**src/rtl/event_pkg.sv**
```systemverilog
// Shared types and default parameters for the event adder / arbiter block.
// The output slot is either EMPTY (no result held) or FULL (result on sum_o/ch_o).
package event_pkg;

  typedef enum logic {
    EMPTY = 1'b0,
    FULL  = 1'b1
  } slot_state_t;

  localparam int DEF_WIDTH = 4;
  localparam int DEF_NCH   = 4;
  localparam int DEF_CNT_W = 3;

endpackage

```
**src/rtl/rr_arbiter.sv**
```systemverilog
// Combinational round-robin picker: the first asserted request found searching
// upward from ptr, wrapping modulo NCH.
module rr_arbiter #(
  parameter int NCH = 4,
  parameter int IW  = (NCH > 1) ? $clog2(NCH) : 1
) (
  input  logic [NCH-1:0] req,
  input  logic [IW-1:0]  ptr,
  output logic           gnt_valid,
  output logic [IW-1:0]  gnt_idx
);

  // Walk offsets from far to near so the nearest hit to ptr is written last.
  always_comb begin
    gnt_valid = 1'b0;
    gnt_idx   = '0;
    for (int i = NCH - 1; i >= 0; i--) begin
      logic [IW:0] pos;
      pos = {1'b0, ptr} + (IW + 1)'(i);
      if (pos >= (IW + 1)'(NCH)) begin
        pos = pos - (IW + 1)'(NCH);
      end
      if (req[pos[IW-1:0]]) begin
        gnt_valid = 1'b1;
        gnt_idx   = pos[IW-1:0];
      end
    end
  end

endmodule

```
**src/rtl/event_adder_arb.sv**
```systemverilog
// Per-channel pending-event counters feed a round-robin arbiter; each grant
// loads A+C of the winning channel into a one-entry output slot.
module event_adder_arb
  import event_pkg::*;
#(
  parameter int WIDTH = DEF_WIDTH,
  parameter int NCH   = DEF_NCH,
  parameter int CNT_W = DEF_CNT_W
) (
  input  logic                     clk,
  input  logic                     rst,
  input  logic [NCH-1:0]           ev_i,
  input  logic [NCH*WIDTH-1:0]     a_i,
  input  logic [NCH*WIDTH-1:0]     c_i,
  output logic [WIDTH:0]           sum_o,
  output logic [$clog2(NCH)-1:0]   ch_o,
  output logic                     valid_o,
  input  logic                     ready_i,
  output logic [NCH-1:0]           drop_o,
  output logic                     busy_o
);

  localparam int IW = $clog2(NCH);
  localparam logic [CNT_W-1:0] CNT_MAX = {CNT_W{1'b1}};

  slot_state_t      state_reg;
  logic [IW-1:0]    rr_ptr_reg;
  logic [NCH-1:0]   req;
  logic             gnt_valid;
  logic [IW-1:0]    gnt_idx;
  logic             grant;
  logic [WIDTH-1:0] a_sel;
  logic [WIDTH-1:0] c_sel;

  rr_arbiter #(
    .NCH (NCH),
    .IW  (IW)
  ) u_rr (
    .req       (req),
    .ptr       (rr_ptr_reg),
    .gnt_valid (gnt_valid),
    .gnt_idx   (gnt_idx)
  );

  // A full slot can be refilled in the same cycle it is drained.
  assign grant = gnt_valid && ((state_reg == EMPTY) || ready_i);
  assign a_sel = a_i[gnt_idx*WIDTH +: WIDTH];
  assign c_sel = c_i[gnt_idx*WIDTH +: WIDTH];

  genvar gi;
  generate
    for (gi = 0; gi < NCH; gi++) begin : g_ch
      logic [CNT_W-1:0] cnt_reg;
      logic             drop_reg;
      logic             dec;

      assign dec        = grant && (gnt_idx == IW'(gi));
      assign req[gi]    = |cnt_reg;
      assign drop_o[gi] = drop_reg;

      // A simultaneous event and grant cancel out, so a full counter only
      // loses an event when it is not being serviced that cycle.
      always_ff @(posedge clk or posedge rst) begin
        if (rst) begin
          cnt_reg  <= '0;
          drop_reg <= 1'b0;
        end else begin
          drop_reg <= 1'b0;
          if (ev_i[gi] && !dec) begin
            if (cnt_reg == CNT_MAX) begin
              drop_reg <= 1'b1;
            end else begin
              cnt_reg <= cnt_reg + 1'b1;
            end
          end else if (dec && !ev_i[gi]) begin
            cnt_reg <= cnt_reg - 1'b1;
          end
        end
      end
    end
  endgenerate

  always_ff @(posedge clk or posedge rst) begin
    if (rst) begin
      rr_ptr_reg <= '0;
    end else if (grant) begin
      rr_ptr_reg <= (gnt_idx == IW'(NCH - 1)) ? '0 : gnt_idx + 1'b1;
    end
  end

  always_ff @(posedge clk or posedge rst) begin
    if (rst) begin
      state_reg <= EMPTY;
      valid_o   <= 1'b0;
      sum_o     <= '0;
      ch_o      <= '0;
    end else begin
      case (state_reg)
        EMPTY: begin
          if (grant) begin
            state_reg <= FULL;
            valid_o   <= 1'b1;
            sum_o     <= (WIDTH + 1)'(a_sel) + (WIDTH + 1)'(c_sel);
            ch_o      <= gnt_idx;
          end
        end
        FULL: begin
          if (grant) begin
            sum_o <= (WIDTH + 1)'(a_sel) + (WIDTH + 1)'(c_sel);
            ch_o  <= gnt_idx;
          end else if (ready_i) begin
            state_reg <= EMPTY;
            valid_o   <= 1'b0;
          end
        end
        default: begin
          state_reg <= EMPTY;
          valid_o   <= 1'b0;
        end
      endcase
    end
  end

  assign busy_o = (|req) || valid_o;

endmodule

```
**config.mk**
```make
export PLATFORM = sky130hd
export DESIGN_NAME = event_adder_arb
export DESIGN_NICKNAME = d
export VERILOG_FILES = /design/src/rtl/event_pkg.sv /design/src/rtl/rr_arbiter.sv /design/src/rtl/event_adder_arb.sv
export SDC_FILE = /design/constraint.sdc
export NUM_CORES = 1
export LEC_CHECK = 0
export BUFFER_PORTS_ARGS = -buffer_cell sky130_fd_sc_hd__buf_2
export CAP_MARGIN = 15
export CELL_PAD_IN_SITES_DETAIL_PLACEMENT = 0
export CELL_PAD_IN_SITES_GLOBAL_PLACEMENT = 1
export CORE_MARGIN = 3
export CORE_UTILIZATION = 31
export CTS_CLUSTER_DIAMETER = 60
export DETAILED_ROUTE_END_ITERATION = 6
export GPL_ROUTABILITY_DRIVEN = 0
export MAX_ROUTING_LAYER = met4
export PLACE_DENSITY_LB_ADDON = 0.1
export SETUP_SLACK_MARGIN = 0.1
export SYNTH_ARGS = -nofsm -noshare
export SYNTH_HDL_FRONTEND = slang
export SYNTH_HIERARCHICAL = 1
export SYNTH_SLANG_ARGS = --single-unit
```
**constraint.sdc**
```tcl
create_clock -name clk -period 7.91 [get_ports clk]
set_input_delay 0.791 -clock clk [delete_from_list [all_inputs] [get_ports clk]]
set_output_delay 0.791 -clock clk [all_outputs]
set_load 0.005 [all_outputs]
```
Word level (Yosys, flattened, before mapping). Cells that the tools add are included. Widths: inputs -> output; s select.

Bits in registers: 27. Input port bits: 39. Word-level logic and storage cells: 144. Output and inout bits: 13.

Magnitude comparators: 8. Add/subtract/negate cells: 17. Shift-type cells: 2. Reduce and logical (&&, ||, !) cells: 38. Eq/ne operators: 14. Bitwise operators: 1. Multiplexer cells: 51.

Operators with widths (count): $mux 3 (12); $shiftx 16x5->4 (2); $mux 1 (22); $mux 2 (10); $ne 2x2->1 const B (7); $logic_and 1x1->1 (13); $add 3x1->3 const B (4); $eq 3x3->1 const B (4); $lt 2x3->1 const B (4); $reduce_or 12->1 (1); $reduce_or 3->1 (4); $sub 3x1->3 const B (4); $ge 3x3->1 const B (3); $bmux 1 s2 (4); $logic_not 1->1 (8); $reduce_and 2->1 (4); $reduce_bool 2->1 (4); $sub 2x1->2 const B (4); $add 2x2->3 const B (2); $add 4x4->5 (1); $mux 5 (1); $eq 2x2->1 const B (2); $pmux 1 s2 (2); $add 2x1->3 const B (1); 7 further kinds (8).

Longest topological paths before layout.
Word-level depth: 15. Gate-level depth with buffers: 15. Depth with buffers taken out: 13.

By module. The synthesis kept the hierarchy.

Modules (own cells, without submodules): event_adder_arb (times used 1, area an instance 1945.6 µm², seq. area each 675.6 µm², cells an instance 193); rr_arbiter (times used 1, area an instance 77.6 µm², seq. area each 0.0 µm², cells an instance 13).

Worst setup path before layout. Ideal clock, no wire load.

Path kind: register to register. From: reg g_ch[2].cnt_reg[0]. To: reg sum_o[4]. Path slack: 4.764 ns. Buffers on the path: 1. Data required time: 7.780 ns. Period minus slack after synthesis: 3.146 ns. Cell stages (with the launch flop): 12. Arrival time: 3.016 ns. Setup time: 0.130 ns. Path through: dfrtp_1 -> or3_1 -> nand2_1 -> nor2_1 -> a211oi_2 -> buf_2 -> mux4_2 -> ha_1 -> fa_1 -> a21o_1 -> a21oi_1 -> o21ai_0.

Word-level cells in the longest chain between the ends: 10. Elaborated cells on any way between the ends: 22. Classes of those cells: add/sub: 1; shift: 2; mux: 17; reduce/logical: 2.

RTL lines: start: declaration (RTL line event_adder_arb.sv:53) `logic [CNT_W-1:0] cnt_reg;`; start signal: assignment (RTL line event_adder_arb.sv:73) `cnt_reg <= cnt_reg + 1'b1;`; start signal: assignment (RTL line event_adder_arb.sv:76) `cnt_reg <= cnt_reg - 1'b1;`; $reduce_or 3->1 * (RTL line event_adder_arb.sv:58) `assign req[gi] = |cnt_reg;`; via req[2] (RTL line event_adder_arb.sv:28) `logic [NCH-1:0] req;`; $bmux 1 s2 (RTL line rr_arbiter.sv:23) `if (req[pos[IW-1:0]]) begin`; $mux 1 (not written as such) (RTL line rr_arbiter.sv:23); $mux 2 (3 in series) (RTL line rr_arbiter.sv:23); $mux 2 * (RTL line rr_arbiter.sv:23); via gnt_idx[0] (RTL line event_adder_arb.sv:30) `logic [IW-1:0] gnt_idx;`; $shiftx 16x5->4 (on tied branches) (RTL line event_adder_arb.sv:47, event_adder_arb.sv:48); $add 4x4->5 * (RTL line event_adder_arb.sv:103, event_adder_arb.sv:109); $mux 5 * (RTL line event_adder_arb.sv:100, event_adder_arb.sv:108); end signal: assignment (RTL line event_adder_arb.sv:103) `sum_o <= (WIDTH + 1)'(a_sel) + (WIDTH + 1)'(c_sel);`; end signal: assignment (RTL line event_adder_arb.sv:109) `sum_o <= (WIDTH + 1)'(a_sel) + (WIDTH + 1)'(c_sel);`; end: declaration (RTL line event_adder_arb.sv:15) `output logic [WIDTH:0] sum_o,`.

Mark *: on every way through the listed nets, which the timed path passes. The rest lies on a longest branch. The select of a mux whose other input is x is not followed. A chain may end at the register's enable or synchronous reset.

Worst setup path in the final report.
From: reg g_ch[1].cnt_reg[0]. To: reg g_ch[1].cnt_reg[2].

Word-level cells in the longest chain between the ends: 13. Elaborated cells on any way between the ends: 32. Classes of those cells: add/sub: 2; eq/ne: 3; mux: 19; reduce/logical: 8.

RTL lines: start: declaration (RTL line event_adder_arb.sv:53); start signal: assignment (RTL line event_adder_arb.sv:73); start signal: assignment (RTL line event_adder_arb.sv:76); $reduce_or 3->1 * (RTL line event_adder_arb.sv:58); via req[1] (RTL line event_adder_arb.sv:28); $bmux 1 s2 (RTL line rr_arbiter.sv:23); $mux 1 (not written as such) (RTL line rr_arbiter.sv:23); $mux 2 (3 in series) (RTL line rr_arbiter.sv:23); $mux 2 * (RTL line rr_arbiter.sv:23); via gnt_idx[1] (RTL line event_adder_arb.sv:30); $eq 2x1->1 * (RTL line event_adder_arb.sv:57) `assign dec = grant && (gnt_idx == IW'(gi));`; $logic_and 1x1->1 * (RTL line event_adder_arb.sv:57); $logic_not 1->1 (RTL line event_adder_arb.sv:69) `if (ev_i[gi] && !dec) begin`; $logic_and 1x1->1 (RTL line event_adder_arb.sv:69); $ne 2x2->1 (no line) or $reduce_bool 2->1 (tied branches); $reduce_and 2->1 (no line).

Marked as above.

==> flow_summary.json <==
{
  "outcome": "finished, final reports clean",
  "powerDensity_nw_per_um2": 425,
  "die_h_um": 86.8,
  "hp-class": "flip-flop to flip-flop",
  "min_to": "sum_o[3]$_DFFE_PP0P_",
  "r2r-end": "g_ch[1].cnt_reg[2]$_DFFE_PP0P_",
  "synth_commonest_cells": "nand2_1 (31), dfrtp_1 (27), nor2_1 (12)",
  "core_um2": 6130,
  "grt_pass1_vias": 1642,
  "drtPass1Iterations": 4,
  "path_clk_slew_ns": 0.11,
  "cp-start-kind": "flip-flop",
  "via_count": 1646,
  "syn-num-nets": 258,
  "grt_first_pass_wirelength_um": 7810,
  "grt_start_max_net_pins": 28,
  "cts_tree": "built",
  "syn_area_um2": 2020,
  "worstSetupEndpointType": "flip-flop",
  "ir_worst_vdd_mv": 0.154,
  "synth_top_area_cell": "dfrtp_1",
  "layout-drive-gt1-share_pct": 31.6,
  "post-route-period-util_pct": 45.9,
  "rows": 28,
  "hold_violations": 0,
  "cts-resized-gates": 0,
  "synthArstFlopShare_pct": 100,
  "dp.cells": 321,
  "design.die.area_um2": 7530,
  "worst_slack_ns": 4.28,
  "holdPathStages": 2,
  "relSlewSlack_pct": 38.6,
  "h-tree-depth": 1,
  "worst_slew_pin_slew_ns": 0.918,
  "cts_buffer_depth": 2,
  "viasPerCell": 5.06,
  "synth-main-ff-cell": "dfrtp_1",
  "fin_cells": 325,
  "ctsHoldBuffers": 0,
  "grt-ovfl-total": 0,
  "ioPinCount": 52,
  "required_ns": 8.10,
  "crit_type": "flip-flop to flip-flop",
  "ys_seq_area_share_pct": 33.4,
  "avgSynthCellArea_um2": 9.82,
  "syn-instance-count": 206,
  "synthTopCellsByArea": "dfrtp_1 (33%), mux4_2 (8.9%), nand2_1 (5.8%), fa_1 (4.9%), ha_1 (4.9%)",
  "arrival_ns": 3.82,
  "cts_setup_buffers": 0,
  "clk_latency_ns": 0.29,
  "synth_cell_types": 44,
  "track_usage_pct": 13.2,
  "detailed_place_hpwl_um": 3430,
  "hold_ws_ns": 0.496,
  "antenna_left": 0,
  "yosysTopAreaCellShare_pct": 33.4,
  "holdCritStartpoint": "sum_o[3]$_DFFE_PP0P_",
  "reg2reg_from": "g_ch[1].cnt_reg[0]$_DFFE_PP0P_",
  "reg2reg_depth": 12,
  "antenna_found_initial": 0,
  "cts_buffers": 3,
  "cts_sinks": 27,
  "place_ws_ns": 4.27,
  "routedWlPerCell_um": 13.7,
  "yosysWarnings": 6,
  "setup_viol": 0,
  "diodes": 0,
  "drc": 0,
  "worstPathMaxFanout": 11,
  "largest_reg_flops": 12,
  "leakage_nw": 1.08,
  "die_w_um": 86.8,
  "cap_violations": 0,
  "finalCriticalPeriod_ns": 3.63,
  "port_buffers": 51,
  "rrSetupSlack_ns": 4.28,
  "root_buffer": "clkbuf_8",
  "synth_edf_count": 0,
  "total_power_w": 0.00100,
  "synth.most_common_cell": "nand2_1",
  "tns_ns": 0,
  "dr.first_iter.drc_count": 33,
  "rsz0062_at_grt": "no",
  "final_nets": 303,
  "skew_ns": 0.0101,
  "fmax_ghz": 0.275,
  "ys_ff_latch": 27,
  "start_util_pct": 33.0,
  "area_growth_pct": 16.4,
  "drv_slew": 0,
  "wl_um": 4450
}
[logic make-up (layout without fill, tap and decap cells)]
kind of cell	count (synthesis)	in the layout	share of synthesized area, %
simple gates	76	76	19.9
compound gates	51	51	17.3
flops	27	27	33.4
buf+inv	20	64	5.32
mux	15	15	12.6
fa+ha+maj	13	13	9.90
xor+xnor	4	4	1.73
[metal layers]
layer / vias to the layer above / wire (µm) / global-route usage [%]
li1: 831 / - / -
met1: 790 / 2200 / 18.3
met2: 23 / 2070 / 20.2
met3: 2 / 147 / 2.66
met4: 0 / 30 / 2.55
met5: - / 0 / -
[cells in the final DEF, fill, tap and decap left out, types with 4 or more instances in the layout]
| cell | count |
|---|---|
| mux2i_1 | 4 |
| fa_1 | 5 |
| o21ai_0 | 10 |
| o211ai_1 | 4 |
| dfrtp_1 | 27 |
| nor2_1 | 12 |
| inv_1 | 7 |
| a21o_1 | 4 |
| mux4_2 | 8 |
| a21oi_1 | 11 |
| nor3b_1 | 5 |
| buf_2 | 51 |
| or3_1 | 5 |
| nand2_1 | 31 |
| nand3_1 | 11 |
| ha_1 | 8 |
| a31oi_1 | 4 |
[layout make-up]
type | count | area, µm²
timing repair buffer | 53 | 270
fill | 612 | 3780
clock inverter | 1 | 7.51
sequential | 27 | 676
tap | 75 | 93.8
clock buffer | 3 | 41.3
multi-input combinational | 159 | 1240
inverter | 7 | 26.3
[power by group]
part	leakage [nW]	switching [W]	internal (W)
Clock	0.0217	0.0000494	0.0000359
Combinational	0.738	0.000316	0.000321
Sequential	0.319	0.0000778	0.000201
[critical path: stages, from the launching register on]
cell and delay [ns]:
dfrtp_1 0.45, or3_1 0.46, nor3b_1 0.24, a211oi_1 0.07
nor2_1 0.70, inv_1 0.19, ha_1 0.25, nand2_1 0.19
o21ai_2 0.11, fa_1 0.44, nor3b_1 0.22, a31oi_1 0.06
o211a_1 0.13
[worst max-delay path by stage]
| stage | endpoint | from | slack (ns) |
|---|---|---|---|
| after detailed placement | g_ch[1].cnt_reg[2]$_DFFE_PP0P_ | g_ch[1].cnt_reg[0]$_DFFE_PP0P_ | 4.27 |
| after CTS | g_ch[1].cnt_reg[2]$_DFFE_PP0P_ | g_ch[1].cnt_reg[0]$_DFFE_PP0P_ | 4.23 |
| final | g_ch[1].cnt_reg[2]$_DFFE_PP0P_ | g_ch[1].cnt_reg[0]$_DFFE_PP0P_ | 4.28 |
| after floorplan | sum_o[4]$_DFFE_PP0P_ | g_ch[2].cnt_reg[0]$_DFFE_PP0P_ | 4.76 |
| after global routing | g_ch[0].cnt_reg[2]$_DFFE_PP0P_ | g_ch[1].cnt_reg[0]$_DFFE_PP0P_ | 3.93 |
| after global placement | g_ch[1].cnt_reg[2]$_DFFE_PP0P_ | g_ch[1].cnt_reg[0]$_DFFE_PP0P_ | 4.34 |
[through the flow]
| stage | cell area, µm² | util [%] |
|---|---|---|
| after global placement | 2310 | 37.6 |
| after floorplan | 2020 | - |
| final | 2350 | 38.4 |
| after global routing | 2350 | 38.4 |
| after detailed placement | 2310 | 37.6 |
| after CTS | 2350 | 38.4 |
(Power assumes the default switching activity.)
